$ cat src/rtl/uart_wb_master.sv
// rtl/uart_wb_master.sv - UART debug port that runs single Wishbone read/write cycles
//
// Ports:
//   wb_clk_i            system clock
//   wb_rst_i            asynchronous active-low reset
//   rx_i / tx_o         8N1 UART command in / response out, idle high
//   wb_adr_o, wb_dat_o  bus address and write data (big-endian from the frame)
//   wb_dat_i, wb_ack_i  responder read data and acknowledge
//   wb_sel_o, wb_we_o   byte selects (all set during a cycle) and write enable
//   wb_cyc_o, wb_stb_o  cycle / strobe, driven identically
//   busy_o              high while a frame is being handled
module uart_wb_master #(
    parameter int CLK_DIV       = 1389,
    parameter int WB_TIMEOUT    = 255,
    parameter int FRAME_TIMEOUT = 16
) (
    input  logic        wb_clk_i,
    input  logic        wb_rst_i,
    input  logic        rx_i,
    output logic        tx_o,
    output logic [31:0] wb_adr_o,
    output logic [31:0] wb_dat_o,
    input  logic [31:0] wb_dat_i,
    output logic [3:0]  wb_sel_o,
    output logic        wb_we_o,
    output logic        wb_cyc_o,
    output logic        wb_stb_o,
    input  logic        wb_ack_i,
    output logic        busy_o
);
    localparam int CW = $clog2(CLK_DIV);
    localparam logic [CW-1:0] DIV_M1  = CW'(CLK_DIV - 1);
    localparam logic [CW-1:0] HALF_M1 = CW'(CLK_DIV / 2 - 1);
    localparam int TW = ($clog2(WB_TIMEOUT + 1) > 8) ? $clog2(WB_TIMEOUT + 1) : 8;
    localparam logic [TW-1:0] TMO = TW'(WB_TIMEOUT);
    localparam int FT = FRAME_TIMEOUT * CLK_DIV;
    localparam int FW = $clog2(FT + 1);
    localparam logic [FW-1:0] FT_M1 = FW'(FT - 1);

    localparam logic [7:0] ACK = 8'h06;
    localparam logic [7:0] NAK = 8'h15;

    localparam logic [2:0] S_IDLE = 3'd0;
    localparam logic [2:0] S_ADDR = 3'd1;
    localparam logic [2:0] S_DATA = 3'd2;
    localparam logic [2:0] S_BUS  = 3'd3;
    localparam logic [2:0] S_RESP = 3'd4;

    // Receiver: runs in every state so it stays aligned to the line.
    logic          rx_s1, rx_s2, rx_s3;
    logic          rx_busy;
    logic [CW-1:0] rx_cnt;
    logic [3:0]    rx_bit;
    logic [7:0]    rx_sh;
    logic          rx_tick, rx_done, rx_ferr;

    assign rx_tick = rx_busy && (rx_cnt == '0);
    assign rx_done = rx_tick && (rx_bit == 4'd9) && rx_s2;
    assign rx_ferr = rx_tick && (rx_bit == 4'd9) && !rx_s2;

    always_ff @(posedge wb_clk_i or negedge wb_rst_i) begin
        if (!wb_rst_i) begin
            rx_s1   <= 1'b1;
            rx_s2   <= 1'b1;
            rx_s3   <= 1'b1;
            rx_busy <= 1'b0;
            rx_cnt  <= '0;
            rx_bit  <= 4'd0;
            rx_sh   <= 8'h00;
        end else begin
            rx_s1 <= rx_i;
            rx_s2 <= rx_s1;
            rx_s3 <= rx_s2;
            if (!rx_busy) begin
                if (rx_s3 && !rx_s2) begin
                    rx_busy <= 1'b1;
                    rx_cnt  <= HALF_M1;
                    rx_bit  <= 4'd0;
                end
            end else if (rx_cnt != '0) begin
                rx_cnt <= rx_cnt - 1'b1;
            end else begin
                rx_cnt <= DIV_M1;
                if (rx_bit == 4'd0) begin
                    // A start bit that is high again at mid-bit was a glitch.
                    if (rx_s2) rx_busy <= 1'b0;
                    else       rx_bit  <= 4'd1;
                end else if (rx_bit == 4'd9) begin
                    rx_busy <= 1'b0;
                end else begin
                    rx_sh  <= {rx_s2, rx_sh[7:1]};
                    rx_bit <= rx_bit + 4'd1;
                end
            end
        end
    end

    function automatic logic [7:0] data_byte(input logic [1:0] k, input logic [31:0] d);
        case (k)
            2'd0:    return d[31:24];
            2'd1:    return d[23:16];
            2'd2:    return d[15:8];
            default: return d[7:0];
        endcase
    endfunction

    logic [2:0]    state;
    logic          is_write;
    logic [1:0]    byte_cnt;
    logic [31:0]   rdata;
    logic          cyc;
    logic [TW-1:0] tcnt;
    logic [FW-1:0] ftimer;
    logic [2:0]    resp_idx, resp_last;
    logic [CW-1:0] tx_cnt;
    logic [3:0]    tx_bit;
    logic [8:0]    tx_sh;

    assign wb_cyc_o = cyc;
    assign wb_stb_o = cyc;
    assign wb_sel_o = {4{cyc}};
    assign wb_we_o  = cyc & is_write;
    assign busy_o   = (state != S_IDLE);

    always_ff @(posedge wb_clk_i or negedge wb_rst_i) begin
        if (!wb_rst_i) begin
            state     <= S_IDLE;
            is_write  <= 1'b0;
            byte_cnt  <= 2'd0;
            wb_adr_o  <= 32'h0;
            wb_dat_o  <= 32'h0;
            rdata     <= 32'h0;
            cyc       <= 1'b0;
            tcnt      <= '0;
            ftimer    <= '0;
            resp_idx  <= 3'd0;
            resp_last <= 3'd0;
            tx_o      <= 1'b1;
            tx_cnt    <= '0;
            tx_bit    <= 4'd0;
            tx_sh     <= 9'h1FF;
        end else begin
            case (state)
                S_IDLE: if (rx_done) begin
                    if (rx_sh == 8'h57 || rx_sh == 8'h52) begin
                        is_write <= (rx_sh == 8'h57);
                        byte_cnt <= 2'd0;
                        ftimer   <= '0;
                        state    <= S_ADDR;
                    end else begin
                        state     <= S_RESP;
                        tx_o      <= 1'b0;
                        tx_cnt    <= '0;
                        tx_bit    <= 4'd0;
                        tx_sh     <= {1'b1, NAK};
                        resp_idx  <= 3'd0;
                        resp_last <= 3'd0;
                    end
                end
                S_ADDR, S_DATA: begin
                    if (rx_ferr) begin
                        state <= S_IDLE;
                    end else if (rx_done) begin
                        ftimer   <= '0;
                        byte_cnt <= byte_cnt + 2'd1;
                        if (state == S_ADDR) wb_adr_o <= {wb_adr_o[23:0], rx_sh};
                        else                 wb_dat_o <= {wb_dat_o[23:0], rx_sh};
                        if (byte_cnt == 2'd3) begin
                            if (state == S_ADDR && is_write) begin
                                state <= S_DATA;
                            end else begin
                                state <= S_BUS;
                                cyc   <= 1'b1;
                                tcnt  <= '0;
                            end
                        end
                    end else if (rx_busy) begin
                        ftimer <= '0;
                    end else if (ftimer == FT_M1) begin
                        state <= S_IDLE;
                    end else begin
                        ftimer <= ftimer + 1'b1;
                    end
                end
                S_BUS: begin
                    // Ack is checked before the timeout so an ack on the last cycle wins.
                    if (wb_ack_i || tcnt == TMO) begin
                        cyc       <= 1'b0;
                        state     <= S_RESP;
                        tx_o      <= 1'b0;
                        tx_cnt    <= '0;
                        tx_bit    <= 4'd0;
                        tx_sh     <= {1'b1, wb_ack_i ? ACK : NAK};
                        resp_idx  <= 3'd0;
                        resp_last <= (wb_ack_i && !is_write) ? 3'd4 : 3'd0;
                        if (wb_ack_i) rdata <= wb_dat_i;
                    end else begin
                        tcnt <= tcnt + 1'b1;
                    end
                end
                S_RESP: begin
                    if (tx_cnt != DIV_M1) begin
                        tx_cnt <= tx_cnt + 1'b1;
                    end else begin
                        tx_cnt <= '0;
                        if (tx_bit == 4'd9) begin
                            if (resp_idx == resp_last) begin
                                state <= S_IDLE;
                            end else begin
                                resp_idx <= resp_idx + 3'd1;
                                tx_bit   <= 4'd0;
                                tx_o     <= 1'b0;
                                tx_sh    <= {1'b1, data_byte(resp_idx[1:0], rdata)};
                            end
                        end else begin
                            // Shift out data bits, then the stop bit from the top of tx_sh.
                            tx_o   <= tx_sh[0];
                            tx_sh  <= {1'b1, tx_sh[8:1]};
                            tx_bit <= tx_bit + 4'd1;
                        end
                    end
                end
                default: state <= S_IDLE;
            endcase
        end
    end
endmodule
$ cat config.mk
export PLATFORM = sky130hd
export DESIGN_NAME = uart_wb_master
export DESIGN_NICKNAME = d
export VERILOG_FILES = /design/src/rtl/uart_wb_master.sv
export SDC_FILE = /design/constraint.sdc
export NUM_CORES = 1
export LEC_CHECK = 0
export BUFFER_PORTS_ARGS = -buffer_cell sky130_fd_sc_hd__buf_4
export CORE_MARGIN = 2
export CORE_UTILIZATION = 50
export CTS_BUF_LIST = sky130_fd_sc_hd__clkbuf_16
export CTS_CLUSTER_DIAMETER = 60
export DETAILED_ROUTE_END_ITERATION = 7
export PLACE_DENSITY = 0.82
export SYNTH_ARGS = -nofsm -noshare
export SYNTH_HDL_FRONTEND = slang
export SYNTH_SLANG_ARGS = --single-unit
export TNS_END_PERCENT = 30
$ cat constraint.sdc
create_clock -name wb_clk_i -period 2.7 [get_ports wb_clk_i]
set_clock_uncertainty 0.15 [all_clocks]
set_input_delay 0.135 -clock wb_clk_i [delete_from_list [all_inputs] [get_ports wb_clk_i]]
set_output_delay 0.135 -clock wb_clk_i [all_outputs]
set_load 0.03 [all_outputs]
==> run metrics <==
CTS root buf clkbuf_16; clock power share 36.8%; status finished, violations left; WL final 21.1 mm; Cell Pwr Density 608 nW/um^2; RSZ-0062 raised after global routing true; port buffer count between 100 and 150; Slew HR 52.6%; maximum VDD drop 0.000513 V; P_leak 0.00538 uW; final worst path period need 2770 ps; clk slew on worst S/H paths 70 ps; Fin. Hold Viols 0; register bit total from synthesis between 150 and 200; utilization after layout 65.0%; clock buffer depth 2; via count 6903; sequential share of power between 40% and 50%; global-route wire length before repair 33.1 mm; Yosys warnings 0; largest net degree at the start of global routing 64; Remaining DRCs 0; Post-synth EDFFs 0; FF-to-FF End wb_adr_o[8]$_DFFE_PN0P_; CTS H-Tree Depth 4; GRT Util Overall 22.6%; most frequent cells in the layout 169 x dfrtp_1, 164 x nand2_1, 149 x buf_4; starting DRC count in detailed routing 682; setup TNS -1430 ps; top-level I/O count 109; syn_nets 862; R2R cell count 8; CTS buffer count 17; max cap viols 0; # nets final 1040; sequential-to-total area share from yosys stat 52.5%; final HPWL from detailed placement 13.1 mm; Post-Syn Instances 809; Synth-to-Final Area Change 28.5%; setup ws final -68.7 ps; worst slew pin tran 711 ps; Tcrit/Tclk final 103%; sw power 1980 uW; crit end category flop; vias in the first global route 6780; Hold Slack 94.6 ps; CTS tree built; fillers 1191; critical path data arrival time between 2000 and 3000 ps; initial antenna violation count 1; Final GP Congestion 0.832; Place WS -21.1 ps; total power between 6000 and 7000 uW; Core Area 17100 um^2; Post-synth ARST share 100%; critical path class reg -> reg; CP Data Required Time 2870 ps; commonest non-fill, non-tap cell in the layout dfrtp_1; worst min-delay path class in -> async; Comb pwr share between 15 and 20%; Main synth FF type dfrtp_1; CP startpoint rx_cnt[0]$_DFFE_PN0N_; reg2reg start rx_cnt[0]$_DFFE_PN0N_; Die Width 136 um; failing checks setup timing; Mapped Area between 8000 and 9000 um^2; Avg Cell Area, Syn 10.7 um^2; Synth cell types 68; worst-skew pair later-pin latency 440 ps; DR pass1 iterations 8; Startpoint Class flop; Vias/cell around 5.6; # setup viols final 47; die area roughly 18000 um^2; Initial Util 50.6%; WL/cell between 15 and 20 um; count of pins over their slew limit 0; Routed Antenna Nets 0; fmax 361 MHz; Worst Setup EP wb_adr_o[8]$_DFFE_PN0P_; worst-path maximum fanout 16; share of cells above drive strength 1 31.3%; Net Sw Frac between 20 and 30%; flop2flop setup slack -70 ps; CTS sink count 181; Cell Int Power 4780 uW; Core Rows 48; global route overflow 0; die height 136 um
[sequential cells by signal, summed over array words and instances (netlist names), 2 cells and up]
name	count
rx_bit	4
rx_sh	8
ftimer	15
rx_cnt	11
byte_cnt	2
resp_idx	3
rdata	32
tx_bit	4
state	3
wb_adr_o	32
tx_sh	8
wb_dat_o	32
tx_cnt	11
tcnt	8
[layer usage]
layer | up-vias | GRT usage [%] | wire (um)
met5 | - | 0 | 0
met2 | 247 | 37.7 | 10700
met1 | 3389 | 29.2 | 8890
met3 | 43 | 4.00 | 998
met4 | 0 | 9.43 | 531
li1 | 3224 | - | -
[critical path: stages, from the launching register on]
cell and delay, ps:
dfrtp_1 410, inv_2 90, ha_4 130, or4b_4 500, or4_4 500, nor3_4 200
buf_12 160, clkbuf_16 200, mux2_4 310
[layout make-up]
class,instances,area [um^2],share of cell area (%)
antenna,1,2.50,0.0225
clock buffer,17,425,3.83
clock inverter,15,160,1.44
inverter,23,86.3,0.776
multi-input combinational,568,3900,35.1
sequential,181,4540,40.9
tap,225,282,2.53
timing repair buffer,196,1720,15.5
[logic make-up after synthesis]
logic type / Yosys count / share of synthesized area [%]
AND/OR/NAND/NOR: 306 / 16.9
flip-flops: 181 / 52.5
AO/OA/AOI/OAI: 153 / 11.3
multiplexers: 83 / 12.5
buffers and inverters: 60 / 3.44
adder cells (fa/ha/maj): 17 / 2.46
XOR/XNOR: 9 / 0.911
[stage by stage]
stage / area (um^2) / instances
after floorplan: 8650 / 809
after global placement: 9920 / 1148
after detailed placement: 9920 / 1148
after CTS: 10900 / 1215
after global routing: 11100 / 1226
final: 11100 / 1226
[repair_timing]
item                                    in CTS  in global routing
endpoints found under the setup margin      25                 90
cloned                                       0                  4
gates resized for setup                      3                 27
setup buffers                                0                  6
endpoints found under the hold margin      104                  0
hold buffers                                35                  0
pin swaps                                    1                  2
[power by group through the flow]
| stage | Sequential (uW) | Combinational [uW] | Clock [uW] |
|---|---|---|---|
| after floorplan | 3140 | 639 | 0 |
| after global placement | 3140 | 997 | 0 |
| after detailed placement | 3150 | 1050 | 0 |
| after CTS | 3100 | 1100 | 2510 |
| after global routing | 3140 | 1310 | 2630 |
| final | 3120 | 1160 | 2490 |
[how the worst min path moves through the flow]
stage          startpoint                        to  slack [ps]  cells after the start
4_1_cts          wb_rst_i  wb_adr_o[27]$_DFFE_PN0P_         110                      2
5_1_grt          wb_rst_i  wb_adr_o[27]$_DFFE_PN0P_         160                      2
3_5_place_dp     wb_rst_i  wb_adr_o[30]$_DFFE_PN0P_           6                      1
3_3_place_gp     wb_rst_i  wb_adr_o[27]$_DFFE_PN0P_           1                      1
2_1_floorplan    wb_rst_i   byte_cnt[0]$_DFFE_PN0P_        -310                      0
6_report         wb_rst_i  wb_adr_o[27]$_DFFE_PN0P_          90                      2
[cells in the mapped netlist (all sizes together) (2+ instances only)]
| library cell | count | area share, % |
|---|---|---|
| a211oi | 2 | 0.17 |
| a21o | 4 | 0.35 |
| a21oi | 25 | 1.4 |
| a222oi | 8 | 0.93 |
| a22o | 2 | 0.20 |
| a31oi | 14 | 1.0 |
| a32o | 2 | 0.23 |
| a41oi | 2 | 0.20 |
| and2 | 8 | 0.58 |
| and3 | 11 | 0.80 |
| buf | 15 | 1.5 |
| clkbuf | 22 | 0.95 |
| dfrtp | 169 | 49 |
| dfstp | 12 | 3.6 |
| ha | 17 | 2.5 |
| inv | 23 | 1.0 |
| mux2 | 81 | 12 |
| mux2i | 2 | 0.23 |
| nand2 | 165 | 7.2 |
| nand2b | 6 | 0.52 |
| nand3 | 19 | 1.1 |
| nand3b | 3 | 0.26 |
| nand4 | 6 | 0.43 |
| nand4b | 2 | 0.20 |
| nor2 | 44 | 1.9 |
| nor3 | 15 | 1.3 |
| nor4 | 7 | 0.68 |
| o211ai | 8 | 0.75 |
| o21ai | 62 | 3.6 |
| o22a | 3 | 0.30 |
| o22ai | 3 | 0.22 |
| o31ai | 6 | 0.52 |
| o41ai | 3 | 0.30 |
| or2 | 5 | 0.36 |
| or4 | 5 | 0.52 |
| xnor2 | 7 | 0.71 |
| xor2 | 2 | 0.20 |
No activity file was read; power rests on OpenSTA's default activity.
